`src/rtl/rv32i_types.sv`:
```
// Retirement debug word that travels alongside each instruction.
package rv32i_types;

  typedef struct packed {
    logic [31:0] inst;
    logic [31:0] pc_rdata;
    logic [31:0] pc_wdata;
    logic [4:0]  rd_addr;
    logic [31:0] rd_wdata;
  } rvfi_word;

endpackage

```
`src/rtl/tomasula_types.sv`:
```
// Decoded control word carried from decode to dispatch.
package tomasula_types;

  typedef struct packed {
    logic [3:0]  op;
    logic [4:0]  rd;
    logic [4:0]  rs1;
    logic [4:0]  rs2;
    logic [31:0] imm;
    logic [31:0] og_pc;
  } ctl_word;

endpackage

```
`src/rtl/instruction_queue.sv`:
```
// Circular FIFO between decode and dispatch; holds control words paired with
// their rvfi words and drops everything on a mispredict flush.
module instruction_queue #(
  parameter int unsigned DEPTH = 8,
  parameter int unsigned PTR_W = $clog2(DEPTH)
) (
  input  logic                    clk,
  input  logic                    rst,
  input  logic                    flush_ip,
  input  logic                    ld_iq,
  input  tomasula_types::ctl_word ctl_in,
  input  rv32i_types::rvfi_word   rvfi_in,
  output logic                    iq_ack,
  output logic                    issue_valid,
  input  logic                    issue_ready,
  output tomasula_types::ctl_word ctl_out,
  output rv32i_types::rvfi_word   rvfi_out,
  output logic [PTR_W:0]          count,
  output logic                    full,
  output logic                    empty
);

  localparam int unsigned CNT_W = PTR_W + 1;

  tomasula_types::ctl_word ctl_mem [DEPTH];
  rv32i_types::rvfi_word   rvfi_mem[DEPTH];

  logic [PTR_W-1:0] wptr_q, wptr_d;
  logic [PTR_W-1:0] rptr_q, rptr_d;
  logic [CNT_W-1:0] cnt_q, cnt_d;
  logic             enq, deq;

  assign full        = (cnt_q == CNT_W'(DEPTH));
  assign empty       = (cnt_q == '0);
  assign count       = cnt_q;
  assign issue_valid = ~empty;

  // Acceptance looks only at the registered full flag: no pass-through on full.
  assign iq_ack = ld_iq & ~full & ~flush_ip & ~rst;
  assign enq    = ld_iq & iq_ack;
  assign deq    = issue_valid & issue_ready & ~flush_ip & ~rst;

  assign ctl_out  = ctl_mem[rptr_q];
  assign rvfi_out = rvfi_mem[rptr_q];

  // Storage carries no reset; only pointers and occupancy are initialised.
  always_ff @(posedge clk) begin
    if (enq) begin
      ctl_mem[wptr_q]  <= ctl_in;
      rvfi_mem[wptr_q] <= rvfi_in;
    end
  end

  // Next pointer/occupancy state.
  always_comb begin
    wptr_d = wptr_q;
    rptr_d = rptr_q;
    cnt_d  = cnt_q;
    if (flush_ip) begin
      wptr_d = '0;
      rptr_d = '0;
      cnt_d  = '0;
    end else begin
      if (enq) wptr_d = wptr_q + PTR_W'(1);
      if (deq) rptr_d = rptr_q + PTR_W'(1);
      cnt_d = cnt_q + CNT_W'(enq) - CNT_W'(deq);
    end
  end

  always_ff @(posedge clk) begin
    if (rst) begin
      wptr_q <= '0;
      rptr_q <= '0;
      cnt_q  <= '0;
    end else begin
      wptr_q <= wptr_d;
      rptr_q <= rptr_d;
      cnt_q  <= cnt_d;
    end
  end

endmodule

```
`config.mk`:
```
export PLATFORM = sky130hd
export DESIGN_NAME = instruction_queue
export DESIGN_NICKNAME = d
export VERILOG_FILES = /design/src/rtl/rv32i_types.sv /design/src/rtl/tomasula_types.sv /design/src/rtl/instruction_queue.sv
export SDC_FILE = /design/constraint.sdc
export NUM_CORES = 1
export LEC_CHECK = 0
export CORE_ASPECT_RATIO = 0.5
export CORE_MARGIN = 4
export CORE_UTILIZATION = 45
export CTS_CLUSTER_DIAMETER = 40
export CTS_CLUSTER_SIZE = 14
export DETAILED_ROUTE_END_ITERATION = 8
export REMOVE_ABC_BUFFERS = 1
export SYNTH_ARGS = -nofsm -noshare
export SYNTH_HDL_FRONTEND = slang
export SYNTH_SLANG_ARGS = --single-unit
```
`constraint.sdc`:
```
create_clock -name clk -period 73.5 [get_ports clk]
set_clock_uncertainty 0.15 [all_clocks]
set_input_delay 22.05 -clock clk [delete_from_list [all_inputs] [get_ports clk]]
set_output_delay 22.05 -clock clk [all_outputs]
set_load 0.05 [all_outputs]
```
==> report_table.html <==
<table>
<tr><th>Metric</th><th>Value</th></tr>
<tr><th colspan="2">Detailed routing</th></tr>
<tr><td>Total vias in the final route</td><td>28400</td></tr>
<tr><td>Length of the first detailed-routing pass in iterations</td><td>5</td></tr>
<tr><td>Routed length per instance</td><td>27.2 µm</td></tr>
<tr><td>Post-route DRC</td><td>0</td></tr>
<tr><td>Routed via count divided by cell count</td><td>5.52</td></tr>
<tr><td>DRT iter0 DRCs</td><td>2074</td></tr>
<tr><td>Wire length reported by the detailed router</td><td>140 mm</td></tr>
<tr><td>Residual antenna-violating net count after detailed routing</td><td>0</td></tr>
<tr><th colspan="2">Logic synthesis</th></tr>
<tr><td>Cell area after technology mapping</td><td>65500 µm²</td></tr>
<tr><td>Library cell occupying the most area in the post-synthesis netlist</td><td>edfxtp_1</td></tr>
<tr><td>Mean instance size in the synthesized netlist</td><td>25.5 µm²</td></tr>
<tr><td>Yosys Warn Count</td><td>0</td></tr>
<tr><td>Flip-flop and latch count after synthesis</td><td>1741</td></tr>
<tr><td>Portion of the post-synthesis area used by sequential elements</td><td>79.6%</td></tr>
<tr><td>Area contributors post-synth</td><td>edfxtp_1 (79%), mux4_2 (15%), mux2_2 (3.7%)</td></tr>
<tr><td>Count of distinct cell types in the synthesized netlist</td><td>25</td></tr>
<tr><td>Synth Instances</td><td>2574</td></tr>
<tr><td>Share of the synthesized area in the top cell type</td><td>79.2%</td></tr>
<tr><th colspan="2">Placement</th></tr>
<tr><td>Gpl congestion</td><td>0.731</td></tr>
<tr><td>Count of buffers inserted at the top-level ports</td><td>444</td></tr>
<tr><td>Post-detailed-placement half-perimeter wirelength</td><td>77.1 mm</td></tr>
<tr><td>Worst slack after detailed placement</td><td>26570 ps</td></tr>
<tr><td>Number of cells after detailed placement</td><td>4906</td></tr>
<tr><th colspan="2">Worst setup path</th></tr>
<tr><td>Max incr delay on CP</td><td>820 ps</td></tr>
<tr><td>Setup slack, reg-to-reg</td><td>68280 ps</td></tr>
<tr><td>Type of destination of the critical path</td><td>primary output</td></tr>
<tr><td>Reg2Reg Launch Point</td><td>count[2]$_SDFF_PP0_</td></tr>
<tr><td>Arr. time, crit path</td><td>24720 ps</td></tr>
<tr><td>Maximum fanout count along the critical path</td><td>12</td></tr>
<tr><td>Worst setup path startpoint</td><td>flush_ip</td></tr>
<tr><td>Cell with the largest stage delay on the worst path</td><td>clkdlybuf4s50_1</td></tr>
<tr><td>Cell breakdown of the critical path</td><td>clkdlybuf4s50_1 -&gt; nor2_1 -&gt; nand3_1 -&gt; inv_1 -&gt; clkdlybuf4s50_1</td></tr>
<tr><td>Capturing point of the worst reg2reg path</td><td>rvfi_mem[0][72]$_DFFE_PP_</td></tr>
<tr><td>Data required time at the worst endpoint</td><td>51300 ps</td></tr>
<tr><td>Last element of the critical path</td><td>iq_ack</td></tr>
<tr><td>CP startpoint kind</td><td>primary input</td></tr>
<tr><td>Depth of the worst register-to-register path</td><td>9</td></tr>
<tr><td>Startpoint-to-endpoint class of the critical path</td><td>primary input to primary output</td></tr>
<tr><td>Critical Path Most Common Cell</td><td>clkdlybuf4s50_1</td></tr>
<tr><th colspan="2">Floorplan</th></tr>
<tr><td>Width of the die</td><td>548 µm</td></tr>
<tr><td>DIE HEIGHT</td><td>278 µm</td></tr>
<tr><td>Placeable Area</td><td>144000 µm²</td></tr>
<tr><td>Initial core utilization</td><td>45.6%</td></tr>
<tr><td>Number of placement rows</td><td>98</td></tr>
<tr><td>Total Die Area</td><td>152000 µm²</td></tr>
<tr><td>Count of pins on the block boundary</td><td>445</td></tr>
<tr><th colspan="2">Pwr</th></tr>
<tr><td>Leakage dissipation</td><td>23.1 nW</td></tr>
<tr><td>Worst vdd rail ir drop</td><td>0.0168 mV</td></tr>
<tr><td>Power density normalized to cell area</td><td>25.2 nW/µm²</td></tr>
<tr><td>Power, Total</td><td>1.94 mW</td></tr>
<tr><th colspan="2">Layout</th></tr>
<tr><td>Fin cells</td><td>5144</td></tr>
<tr><td>Proportion of layout cells with a drive suffix above 1</td><td>28.9%</td></tr>
<tr><td>Final Core Density</td><td>53.4%</td></tr>
<tr><td>Number of nets in the finished design</td><td>3351</td></tr>
<tr><td>Top library cells by usage in the layout, fill and taps aside</td><td>edfxtp_1 (1728), clkdlybuf4s50_1 (444), mux4_2 (432)</td></tr>
<tr><td>Most common cell after layout, fill and taps aside</td><td>edfxtp_1</td></tr>
<tr><td>Synthesis-to-layout area growth</td><td>17.3%</td></tr>
<tr><th colspan="2">Clock network</th></tr>
<tr><td>Number of H-tree levels</td><td>4</td></tr>
<tr><td>Inserted Clock Buffers</td><td>163</td></tr>
<tr><td># hold bufs at CTS</td><td>0</td></tr>
<tr><td>Clock latency on the worst-skew pair</td><td>740 ps</td></tr>
<tr><td>Post CTS Setup Buffer Count</td><td>0</td></tr>
<tr><td>CTS tree</td><td>yes</td></tr>
<tr><td>Clk root buf</td><td>clkbuf_16</td></tr>
<tr><td>Max clock buf depth</td><td>4</td></tr>
<tr><td>Sinks on the clock net</td><td>1741</td></tr>
<tr><td>Count of instances resized after the clock tree is built</td><td>0</td></tr>
<tr><td>Clock transition time at the flip-flop clock pins of the worst setup and hold paths</td><td>70 ps</td></tr>
<tr><th colspan="2">Hold path</th></tr>
<tr><td>Type of the most critical hold path</td><td>flop to flop</td></tr>
<tr><th colspan="2">STA</th></tr>
<tr><td>Max Clk Rate</td><td>0.0213 GHz</td></tr>
<tr><td>Tcrit/Tclk final</td><td>63.8%</td></tr>
<tr><td>Setup repair after global routing missed its margin</td><td>no</td></tr>
<tr><td>Time the worst path needs with I/O delays and setup</td><td>46920 ps</td></tr>
<tr><td>Number of setup violations in the final report</td><td>0</td></tr>
<tr><td>Number of hold violations in the final report</td><td>0</td></tr>
<tr><td>Max Slew Vio Count</td><td>0</td></tr>
<tr><td>Transition time at the pin with the least slew margin</td><td>1090 ps</td></tr>
<tr><td>Worst slew margin relative to its limit</td><td>27.1%</td></tr>
<tr><td>Final worst slack</td><td>26580 ps</td></tr>
<tr><td>Setup total negative slack</td><td>0 ps</td></tr>
<tr><th colspan="2">GRT</th></tr>
<tr><td>Initial antenna violation count</td><td>7</td></tr>
<tr><td>Number of global-route vias before repair</td><td>30200</td></tr>
<tr><td>Global routing usage summed across all routing layers</td><td>18.3%</td></tr>
<tr><td>Pin count of the biggest net entering global routing</td><td>107</td></tr>
<tr><td>Overflow after GRT</td><td>0</td></tr>
<tr><td>Wire length of the first global-routing pass</td><td>206 mm</td></tr>
<tr><th colspan="2">Run status</th></tr>
<tr><td>Result of the run</td><td>finished clean</td></tr>
<tr><th colspan="2">Job</th></tr>
<tr><td>Maximum capacitance violations</td><td>0</td></tr>
</table>
==> registers in the layout (all words and copies together) (netlist names), named ones only <==
name      flops
rptr_q        3
count         4
wptr_q        3
rvfi_mem   1064
ctl_mem     664
==> worst max-delay path, delay by kind of cell <==
| kind | cells | cell delay [ps] |
|---|---|---|
| buf+inv | 3 | 1490 |
| simple gates | 2 | 1170 |
==> cells in the mapped netlist (all sizes together) <==
cell type  count
inv           10
and2           1
nor3           7
xor2           1
nor4           1
clkbuf        34
ha             8
nand2         10
a21oi          1
or3            3
mux2i          8
dfxtp         13
fa             1
nor2           4
edfxtp      1728
nand2b         2
a21o           1
mux4         432
or3b           2
nand4          2
buf           87
mux2         216
nand3          2
==> kinds of logic (layout without fill, tap and decap cells) <==
kind of cell | count (synthesis) | count (layout) | share of synthesized area [%]
flops | 1741 | 1741 | 79.6
mux | 656 | 656 | 18.7
buf+inv | 131 | 743 | 1.28
simple gates | 34 | 34 | 0.262
fa+ha+maj | 9 | 9 | 0.183
compound gates | 2 | 2 | 0.0191
xor+xnor | 1 | 1 | 0.0134
other cells | 0 | 8 | 0
==> metrics by stage <==
stage | cell area (µm²) | hold WS, ps
3_5_place_dp | 72200 | 331
3_3_place_gp | 72200 | 314
5_1_grt | 76900 | 372
2_1_floorplan | 64700 | 299
6_report | 76900 | 341
4_1_cts | 76800 | 343
==> metal layers <==
| layer | vias up | track usage, % | wire (µm) |
|---|---|---|---|
| li1 | 12100 | - | - |
| met1 | 15600 | 24.7 | 58800 |
| met2 | 498 | 31.4 | 72800 |
| met3 | 189 | 2.98 | 5040 |
| met4 | 2 | 4.56 | 3040 |
| met5 | - | 0 | 13 |
==> final cells by class <==
type	count	area, µm²
clock inverters	43	462
flip-flops and latches	1741	52200
repair buffers	503	4910
inverters	10	37.5
multi-input cells	702	12600
clock buffers	187	4220
fillers	10800	67000
well taps	1950	2440
diodes	8	20.0
==> power breakdown <==
part / internal (mW) / switching [mW]
Sequential: 1.10 / 0.00140
Clock: 0.432 / 0.344
Combinational: 0.0252 / 0.0386
Total: 1.55 / 0.384
==> worst min path at each step <==
stage,startpoint,endpoint,slack (ps),cells past startpoint
after CTS,rptr_q[1]$_SDFFE_PP0P_,flop,340,2
after floorplan,rptr_q[2]$_SDFFE_PP0P_,flop,300,2
after global routing,rptr_q[2]$_SDFFE_PP0P_,flop,370,2
after global placement,rptr_q[1]$_SDFFE_PP0P_,flop,310,2
after detailed placement,rptr_q[1]$_SDFFE_PP0P_,flop,330,2
final,rptr_q[2]$_SDFFE_PP0P_,flop,340,2
No activity file was read; power rests on OpenSTA's default activity.
